**src/rtl/flex_sr_pkg.sv**
```systemverilog
// Shared helpers for the flexible shift-register family: counter width and fill word.
package flex_sr_pkg;

   // Widest word the fill helper can describe; callers slice the low NUM_BITS.
   localparam int unsigned MaxWidth = 256;

   // Ceiling log2, never less than 1 so a counter always has at least one bit.
   function automatic int unsigned clog2(input int unsigned value);
      int unsigned result;
      result = 0;
      while ((64'd1 << result) < 64'(value)) begin
         result++;
      end
      if (result == 0) begin
         result = 1;
      end
      return result;
   endfunction

   // Reset/clear word: all ones in the low num_bits when reset_ones, else all zeros.
   function automatic logic [MaxWidth-1:0] fill_value(input int unsigned num_bits,
                                                      input bit reset_ones);
      logic [MaxWidth-1:0] mask;
      mask = '0;
      for (int unsigned i = 0; i < MaxWidth; i++) begin
         if (i < num_bits) begin
            mask[i] = 1'b1;
         end
      end
      return reset_ones ? mask : '0;
   endfunction

endpackage

```
**src/rtl/flex_stp_framer_if.sv**
```systemverilog
// Word hand-off bus between the framer holding register and its consumer.
interface flex_stp_framer_if #(
   parameter int unsigned NUM_BITS = 8
) ();

   logic [NUM_BITS-1:0] parallel_out;
   logic                out_valid;
   logic                out_ready;

   // Framer side: offers words.
   modport master (
      output parallel_out,
      output out_valid,
      input  out_ready
   );

   // Consumer side: accepts words.
   modport slave (
      input  parallel_out,
      input  out_valid,
      output out_ready
   );

endinterface

```
**src/rtl/flex_stp_bit_counter.sv**
```systemverilog
// Bit position counter for one word; wrap flags the edge that completes a word.
module flex_stp_bit_counter
   import flex_sr_pkg::*;
#(
   parameter  int unsigned NUM_BITS = 8,
   localparam int unsigned CNT_W    = clog2(NUM_BITS)
) (
   input  logic             clk,
   input  logic             n_rst,
   input  logic             clear,
   input  logic             count_enable,
   output logic [CNT_W-1:0] count,
   output logic             wrap
);

   localparam logic [CNT_W-1:0] Last = CNT_W'(NUM_BITS - 1);

   logic [CNT_W-1:0] count_q;

   // Wrap is combinational so the top can capture the word on the same edge.
   assign wrap  = count_enable && (count_q == Last);
   assign count = count_q;

   // Count enabled bits, returning to zero after the last bit of a word.
   always_ff @(posedge clk) begin
      if (!n_rst || clear) begin
         count_q <= '0;
      end else if (count_enable) begin
         count_q <= wrap ? '0 : count_q + CNT_W'(1);
      end
   end

endmodule

```
**src/rtl/flex_stp_framer.sv**
```systemverilog
// Serial-to-parallel framer: run-time shift direction per word, holding register
// with valid/ready hand-off and sticky overrun when a finished word cannot be stored.
module flex_stp_framer
   import flex_sr_pkg::*;
#(
   parameter  int unsigned NUM_BITS   = 8,
   parameter  int unsigned RESET_ONES = 1,
   localparam int unsigned CNT_W      = clog2(NUM_BITS)
) (
   input  logic                clk,
   input  logic                n_rst,
   input  logic                clear,
   input  logic                shift_enable,
   input  logic                serial_in,
   input  logic                msb_first,
   output logic [NUM_BITS-1:0] shift_data,
   output logic [CNT_W-1:0]    bit_count,
   output logic                overrun,
   flex_stp_framer_if.master   out_bus
);

   localparam logic [MaxWidth-1:0] FillWide = fill_value(NUM_BITS, RESET_ONES != 0);
   localparam logic [NUM_BITS-1:0] Fill     = FillWide[NUM_BITS-1:0];

   logic [NUM_BITS-1:0] shift_q;
   logic [NUM_BITS-1:0] shift_next;
   logic [NUM_BITS-1:0] hold_q;
   logic                valid_q;
   logic                overrun_q;
   logic                dir_q;
   logic                dir_now;
   logic                word_done;
   logic                accept;

   flex_stp_bit_counter #(
      .NUM_BITS (NUM_BITS)
   ) u_bit_counter (
      .clk          (clk),
      .n_rst        (n_rst),
      .clear        (clear),
      .count_enable (shift_enable),
      .count        (bit_count),
      .wrap         (word_done)
   );

   // First bit of a word follows the pin directly; later bits use the latched direction.
   always_comb begin
      dir_now    = (bit_count == '0) ? msb_first : dir_q;
      shift_next = dir_now ? {shift_q[NUM_BITS-2:0], serial_in}
                           : {serial_in, shift_q[NUM_BITS-1:1]};
      accept     = valid_q && out_bus.out_ready;
   end

   // Shift register, direction latch and holding register with hand-off state.
   always_ff @(posedge clk) begin
      if (!n_rst || clear) begin
         shift_q   <= Fill;
         hold_q    <= Fill;
         valid_q   <= 1'b0;
         overrun_q <= 1'b0;
         dir_q     <= 1'b1;
      end else begin
         if (bit_count == '0) begin
            dir_q <= msb_first;
         end
         if (shift_enable) begin
            shift_q <= shift_next;
         end
         if (word_done) begin
            // A pending word is only replaced when it is accepted on this very edge.
            if (!valid_q || out_bus.out_ready) begin
               hold_q  <= shift_next;
               valid_q <= 1'b1;
            end else begin
               overrun_q <= 1'b1;
            end
         end else if (accept) begin
            valid_q <= 1'b0;
         end
      end
   end

   assign shift_data           = shift_q;
   assign overrun              = overrun_q;
   assign out_bus.parallel_out = hold_q;
   assign out_bus.out_valid    = valid_q;

endmodule

```
**src/flat_wrapper.sv**
```systemverilog
// flat-port wrapper written by rule: the top's interface ports become plain ports
module flex_stp_framer_flat import flex_sr_pkg::*;
#(
   parameter  int unsigned NUM_BITS   = 8,
   parameter  int unsigned RESET_ONES = 1,
   localparam int unsigned CNT_W      = clog2(NUM_BITS)
)
  (clk, n_rst, clear, shift_enable, serial_in, msb_first, shift_data, bit_count, overrun, out_bus_parallel_out, out_bus_out_valid, out_bus_out_ready);
  flex_stp_framer_if #(.NUM_BITS(NUM_BITS)) out_bus_i ();
  input  logic clk;
  input  logic n_rst;
  input  logic clear;
  input  logic shift_enable;
  input  logic serial_in;
  input  logic msb_first;
  output logic [NUM_BITS-1:0] shift_data;
  output logic [CNT_W-1:0] bit_count;
  output logic overrun;
  output wire logic [$bits(out_bus_i.parallel_out)-1:0] out_bus_parallel_out;
  output wire logic [$bits(out_bus_i.out_valid)-1:0] out_bus_out_valid;
  input wire logic [$bits(out_bus_i.out_ready)-1:0] out_bus_out_ready;
  assign out_bus_parallel_out = out_bus_i.parallel_out;
  assign out_bus_out_valid = out_bus_i.out_valid;
  assign out_bus_i.out_ready = out_bus_out_ready;
  flex_stp_framer #(.NUM_BITS(NUM_BITS), .RESET_ONES(RESET_ONES)) u_core (.clk(clk), .n_rst(n_rst), .clear(clear), .shift_enable(shift_enable), .serial_in(serial_in), .msb_first(msb_first), .shift_data(shift_data), .bit_count(bit_count), .overrun(overrun), .out_bus(out_bus_i));
endmodule
```
**config.mk**
```make
export PLATFORM = sky130hd
export DESIGN_NAME = flex_stp_framer_flat
export DESIGN_NICKNAME = d
export VERILOG_FILES = /design/src/rtl/flex_sr_pkg.sv /design/src/rtl/flex_stp_framer_if.sv /design/src/rtl/flex_stp_bit_counter.sv /design/src/rtl/flex_stp_framer.sv /design/src/flat_wrapper.sv
export SDC_FILE = /design/constraint.sdc
export NUM_CORES = 1
export LEC_CHECK = 0
export CORE_MARGIN = 2
export CORE_UTILIZATION = 35
export DETAILED_ROUTE_END_ITERATION = 16
export GPL_ROUTABILITY_DRIVEN = 0
export PLACE_DENSITY = 0.6
export SLEW_MARGIN = 20
export SYNTH_ARGS = -nofsm -noshare
export SYNTH_HDL_FRONTEND = slang
export SYNTH_SLANG_ARGS = --single-unit
```
**constraint.sdc**
```tcl
create_clock -name clk -period 2.06 [get_ports clk]
set_input_delay 0.309 -clock clk [delete_from_list [all_inputs] [get_ports clk]]
set_output_delay 0.309 -clock clk [all_outputs]
set_load 0.02 [all_outputs]
```
==> flow_summary_export.csv, run 1 <==
group,metric,value,unit
outcome,status,"finished clean",
drt,drt_iter0_drc,5,
clocking,cts-resized-gates,0,
clocking,cts_tree,"built",
layout,fillers,233,
layout,regArea,440,um2
floorplanning,die_width,54.1,um
grt,grt.overflow.total,0,
floorplanning,die-area,0.00293,mm2
grt,grt_max_degree,15,
clocking,cts_num_sinks,22,
power,ir_drop,495,uV
critical_path,path_cells,"inv_1, ha_1, nor2b_4, mux2i_4, mux2i_1, a21oi_1",
drt,drc,0,
clocking,cts_made_buffers,3,
drt,via_count,712,
floorplanning,dieHeight,54.1,um
power,cellPowerDensity,601,mW/mm2
clocking,ctsHoldBuffers,0,
sta,tightestPinTransition,424,ps
grt,grt_pass1_wl,3.29,mm
critical_path,crit_family,"multiplexers",
min_path,hp-class,"flop to flop",
layout,syn_to_final_growth,40.5,%
layout,stdcell_count,145,
critical_path,critPathKind,"flop to flop",
sta,finClkSkew,4.48,ps
sta,period_minus_slack,1700,ps
layout,design_area,0.00123,mm2
floorplanning,rows,18,
critical_path,crit_slowest_cell,"dfxtp_1",
power,power_leakage,0.472,nW
placed_design,dp_hpwl,1.38,mm
critical_path,crit_buf_inv,1,
critical_path,path_max_fanout,9,
critical_path,cp-start-kind,"flop",
floorplanning,io_pins,28,
synth,syn_nets,94,
grt,antenna_found_initial,0,
drt,wl,1.98,mm
clocking,postCtsSetupBuffers,0,
synth,synth.distinct_cells,20,
sta,fmax,0.588,GHz
layout,drive_above_1_share,8.70,%
layout,nets,126,
synth,syn-cell-area,878,um2
layout,fin_util,50.7,%
grt,track_usage,15.9,%
clocking,htree_levels,1,
drt,detail_route.first_pass.iterations,4,
grt,grt_pass1_vias,737,
drt,viasPerCell,4.91,
critical_path,rr_startpoint,"u_core.u_bit_counter.count[0]$_SDFFE_PP0P_",
min_path,hp-start,"u_core.out_bus.parallel_out[3]$_SDFFE_PP1P_",
sta,slew_headroom,71.1,%
layout,multi_input_area,419,um2
floorplanning,start_util,36.1,%
synth,yosys_warnings,0,
flow_run,cap_violations,0,
sta,rsz0062_at_grt,"false",
critical_path,cp-end-kind,"flop",
critical_path,crit_arrival,1890,ps
placed_design,placed_area,0.00120,mm2
synth,yosysSeqAreaShare,50.1,%
sta,worst_slack,361,ps
floorplanning,core_area,0.00243,mm2
clocking,root_buffer,"clkbuf_4",
critical_path,cp_slowest_stage_delay,410,ps
sta,fin_crit_sh,82.5,%
drt,wl_per_cell,13.6,um
sta,setup_viol,0,
clocking,clk_latency,310,ps
placed_design,io_buffers,27,
sta,slew_viol_final,0,
sta,finalSetupTns,0,ps
clocking,clk_path_buf_depth,2,
clocking,clk_pin_slew,130,ps
synth,syn_inst,84,
critical_path,startpoint,"u_core.u_bit_counter.count[0]$_SDFFE_PP0P_",
placed_design,dp.cells,141,
drt,detail-route-antenna-nets,0,
synth,avgSynthCellArea,10.5,um2
placed_design,post-place-ws,347,ps
critical_path,cp_data_required_time,2260,ps
sta,finalHoldViolCount,0,
layout,diodes,0,
synth,ys_ff_latch,22,
==> cell usage after synthesis, drive strengths merged <==
master,n,area share [%]
inv,2,0.86
clkbuf,2,0.86
mux2i,11,14
nand2b,2,1.4
nor2,5,2.1
ha,3,4.3
nand2,3,1.3
nand3,1,0.57
o21ba,1,1.1
buf,1,0.43
a21oi,10,5.7
or2b,1,0.86
and2,1,0.71
nand3b,1,0.86
nor3,8,4.6
dfxtp,22,50
a2bb2oi,8,8.0
nor2b,2,2.3
==> report_power, final <==
part	total, mW	switching, mW	internal [mW]
clock network	0.241	0.133	0.108
logic	0.0685	0.0328	0.0357
registers	0.432	0.00307	0.429
total	0.741	0.169	0.572
==> worst register-to-register path, cell delays in order, from the launching register on <==
cell and delay, ps:
dfxtp_1 410, inv_1 70, ha_1 200, nor2b_4 130, mux2i_4 380, mux2i_1 300
a21oi_1 90
==> kinds of logic (layout without fill, tap and decap cells) <==
group / after synthesis / count (layout) / share of synthesized area (%)
compound gates: 19 / 19 / 14.8
buf+inv: 5 / 36 / 2.14
flops: 22 / 22 / 50.1
mux: 11 / 11 / 14.0
simple gates: 24 / 24 / 14.7
fa+ha+maj: 3 / 3 / 4.27
==> through the flow <==
step	total power, mW	hold slack (ps)
2_1_floorplan	0.482	419
3_3_place_gp	0.509	481
3_5_place_dp	0.510	480
4_1_cts	0.749	503
5_1_grt	0.770	512
6_report	0.741	500
==> sequential cells by signal, summed over array words and instances (netlist names) <==
register                     count
u_core.out_bus.parallel_out      8
u_core.u_bit_counter.count       3
u_core.overrun                   1
u_core.dir_q                     1
u_core.shift_data                8
u_core.out_bus.out_valid         1
==> path summary, 6_finish.rpt <==
check	end	slack, ps	cells after the start
worst max-delay path	u_core.shift_data[1]$_SDFFE_PP1P_	360	6
worst min-delay path	u_core.out_bus.parallel_out[3]$_SDFFE_PP1P_	500	1
worst max register to register	u_core.shift_data[1]$_SDFFE_PP1P_	360	6
worst min register to register	u_core.out_bus.parallel_out[3]$_SDFFE_PP1P_	500	1
==> routing by layer <==
| metal | global-route usage (%) | wire length [um] | up-vias |
|---|---|---|---|
| met4 | 7.50 | 12 | 0 |
| li1 | - | - | 364 |
| met3 | 3.06 | 79 | 2 |
| met1 | 21.1 | 939 | 327 |
| met5 | 0 | 0 | - |
| met2 | 24.8 | 948 | 19 |
==> layout make-up <==
cell class	count	share of cell area (%)
clock buffer	4	2.94
inverter	2	0.609
multi-input combinational	57	34.0
sequential	22	35.7
tap	30	3.04
timing repair buffer	30	23.7
==> cells in the final DEF (no fill, tap or decap) <==
cell type and n:
mux2i_1 10, inv_1 2, nor2b_4 1, clkbuf_8 1
and2_1 1, nor2_1 5, nand3b_1 1, a2bb2oi_1 8
clkdlybuf4s50_1 27, nand2b_1 2, nor3_1 8, mux2i_4 1
ha_1 3, nand2_1 3, buf_4 3, or2b_1 1
o21ba_2 1, nand3_1 1, clkbuf_4 3, nor2b_1 1
dfxtp_1 22, a21oi_1 10
No activity file was read; power rests on OpenSTA's default activity.
==> run 2, diff against run 1 <==
==> constraint.sdc (replaced) <==
create_clock -name clk -period 1.6 [get_ports clk]
set_input_delay 0.24 -clock clk [delete_from_list [all_inputs] [get_ports clk]]
set_output_delay 0.24 -clock clk [all_outputs]
set_load 0.02 [all_outputs]
==> run 2 against run 1 <==
Net effect:
- sequential power is 28% higher
- register-to-register slack worse by 320 ps
- total power is 30% higher
- final cell count is 2.8% higher
- design area is 4.9% higher
- critical endpoint is now u_core.shift_data[4]$_SDFFE_PP1P_
- largest power group unchanged
- first-iteration DRC count is 20% lower
- worst hold slack better by 1.2 ps
- flip-flop and latch count stayed put
==> flow_summary_export.csv, run 2 (synthesized netlist as in run 1, its figures left out) <==
group,metric,value,unit
sta,period_minus_slack,1560,ps
sta,setup_viol,0,
grt,grt_pass1_wl,3.20,mm
sta,tightestPinTransition,316,ps
power,ir_drop,416,uV
sta,finClkSkew,3.90,ps
drt,viasPerCell,4.80,
critical_path,path_max_fanout,9,
critical_path,crit_arrival,1750,ps
sta,rsz0062_at_grt,"true",
critical_path,critPathKind,"flop to flop",
grt,grt_max_degree,13,
sta,slew_viol_final,0,
layout,final_cell_mix,"dfxtp_1 (20), clkdlybuf4s50_1 (18), a21oi_1 (10)",
placed_design,post-place-ws,30.8,ps
clocking,postCtsSetupBuffers,0,
power,finalPower,0.964,mW
power,cellPowerDensity,745,mW/mm2
sta,fin_crit_sh,97.2,%
sta,worst_slack,44.9,ps
floorplanning,rows,18,
grt,grt.overflow.total,0,
drt,drc,0,
placed_design,dp_hpwl,1.34,mm
clocking,clk_pin_slew,120,ps
sta,fmax,0.643,GHz
drt,drt_iter0_drc,4,
flow_run,cap_violations,0,
placed_design,io_buffers,27,
grt,track_usage,15.4,%
layout,diodes,0,
clocking,cts_num_sinks,22,
floorplanning,io_pins,28,
layout,syn_to_final_growth,47.3,%
clocking,htree_levels,1,
floorplanning,die_width,54.1,um
drt,detail_route.first_pass.iterations,3,
layout,drive_above_1_share,16.0,%
clocking,cts_tree,"built",
drt,wl_per_cell,12.6,um
floorplanning,start_util,36.1,%
placed_design,placed_area,0.00124,mm2
critical_path,cp-start-kind,"flop",
power,power_leakage,0.495,nW
clocking,cts_made_buffers,3,
drt,wl,1.88,mm
min_path,hp-class,"flop to flop",
sta,slew_headroom,78.9,%
clocking,root_buffer,"clkbuf_4",
critical_path,cp-end-kind,"flop",
outcome,status,"finished clean",
clocking,clk_path_buf_depth,2,
critical_path,cp_data_required_time,1790,ps
floorplanning,core_area,0.00243,mm2
layout,nets,130,
grt,grt_pass1_vias,703,
floorplanning,dieHeight,54.1,um
drt,via_count,715,
floorplanning,die-area,0.00293,mm2
layout,layout_commonest_cell,"dfxtp_1",
grt,antenna_found_initial,0,
sta,finalHoldViolCount,0,
drt,detail-route-antenna-nets,0,
layout,design_area,0.00129,mm2
clocking,clk_latency,300,ps
[run 2: cell types whose count changed in the layout (fill, tap and decap cells not counted), sizes merged]
cell           previous run  this run
dlymetal6s2s              0         4
clkdlybuf4s50            27        18
dlygate4sd2               0         5
buf                       3         7
[run 2: through the flow]
| step | TNS, ps | utilization, % | instances | hold WS, ps |
|---|---|---|---|---|
| final | 0 | 53.2 | 149 | 501 |
| after floorplan | 0 | - | 84 | 350 |
| after detailed placement | 0 | 51.1 | 145 | 478 |
| after global placement | 0 | 51.1 | 145 | 480 |
| after global routing | -794 | 53.2 | 149 | 512 |
| after CTS | 0 | 52.3 | 149 | 502 |
[run 2: worst paths after layout]
path	startpoint	endpoint	cells after the start	slack [ps]
max	u_core.u_bit_counter.count[1]$_SDFFE_PP0P_	u_core.shift_data[4]$_SDFFE_PP1P_	7	40
min	u_core.out_bus.parallel_out[5]$_SDFFE_PP1P_	u_core.out_bus.parallel_out[5]$_SDFFE_PP1P_	1	500
max reg2reg	u_core.u_bit_counter.count[1]$_SDFFE_PP0P_	u_core.shift_data[4]$_SDFFE_PP1P_	7	40
min reg2reg	u_core.out_bus.parallel_out[5]$_SDFFE_PP1P_	u_core.out_bus.parallel_out[5]$_SDFFE_PP1P_	1	500
[run 2: area by class of cell]
| class | instances | area (um2) |
|---|---|---|
| Multi-Input combinational cell | 57 | 430 |
| Inverter | 2 | 7.51 |
| Sequential cell | 22 | 443 |
| Fill cell | 240 | 1140 |
| Timing Repair Buffer | 34 | 339 |
| Clock buffer | 4 | 36.3 |
| Tap cell | 30 | 37.5 |
[run 2: where the power goes]
group	total, mW	internal (mW)	switching [mW]
clock network	0.304	0.139	0.166
registers	0.555	0.552	0.00296
logic	0.105	0.0588	0.0460
[run 2: timing repair]
action,CTS,global route
hold buffers,0,0
resized for setup,5,7
endpoints found under the setup margin,5,20
[run 2: critical path: stages, from the launching register on]
cell	delay (ps)
dfxtp_2	350
inv_1	50
ha_1	130
nor2b_4	160
mux2i_4	250
buf_12	160
mux2i_1	240
a21oi_1	100
[run 2: metal layers]
layer	share of wire [%]	vias up	GRT usage (%)
li1	-	369	-
met1	49	326	21.5
met2	45	16	22.4
met3	4.6	4	3.61
met4	1.5	0	7.50
met5	0	-	0
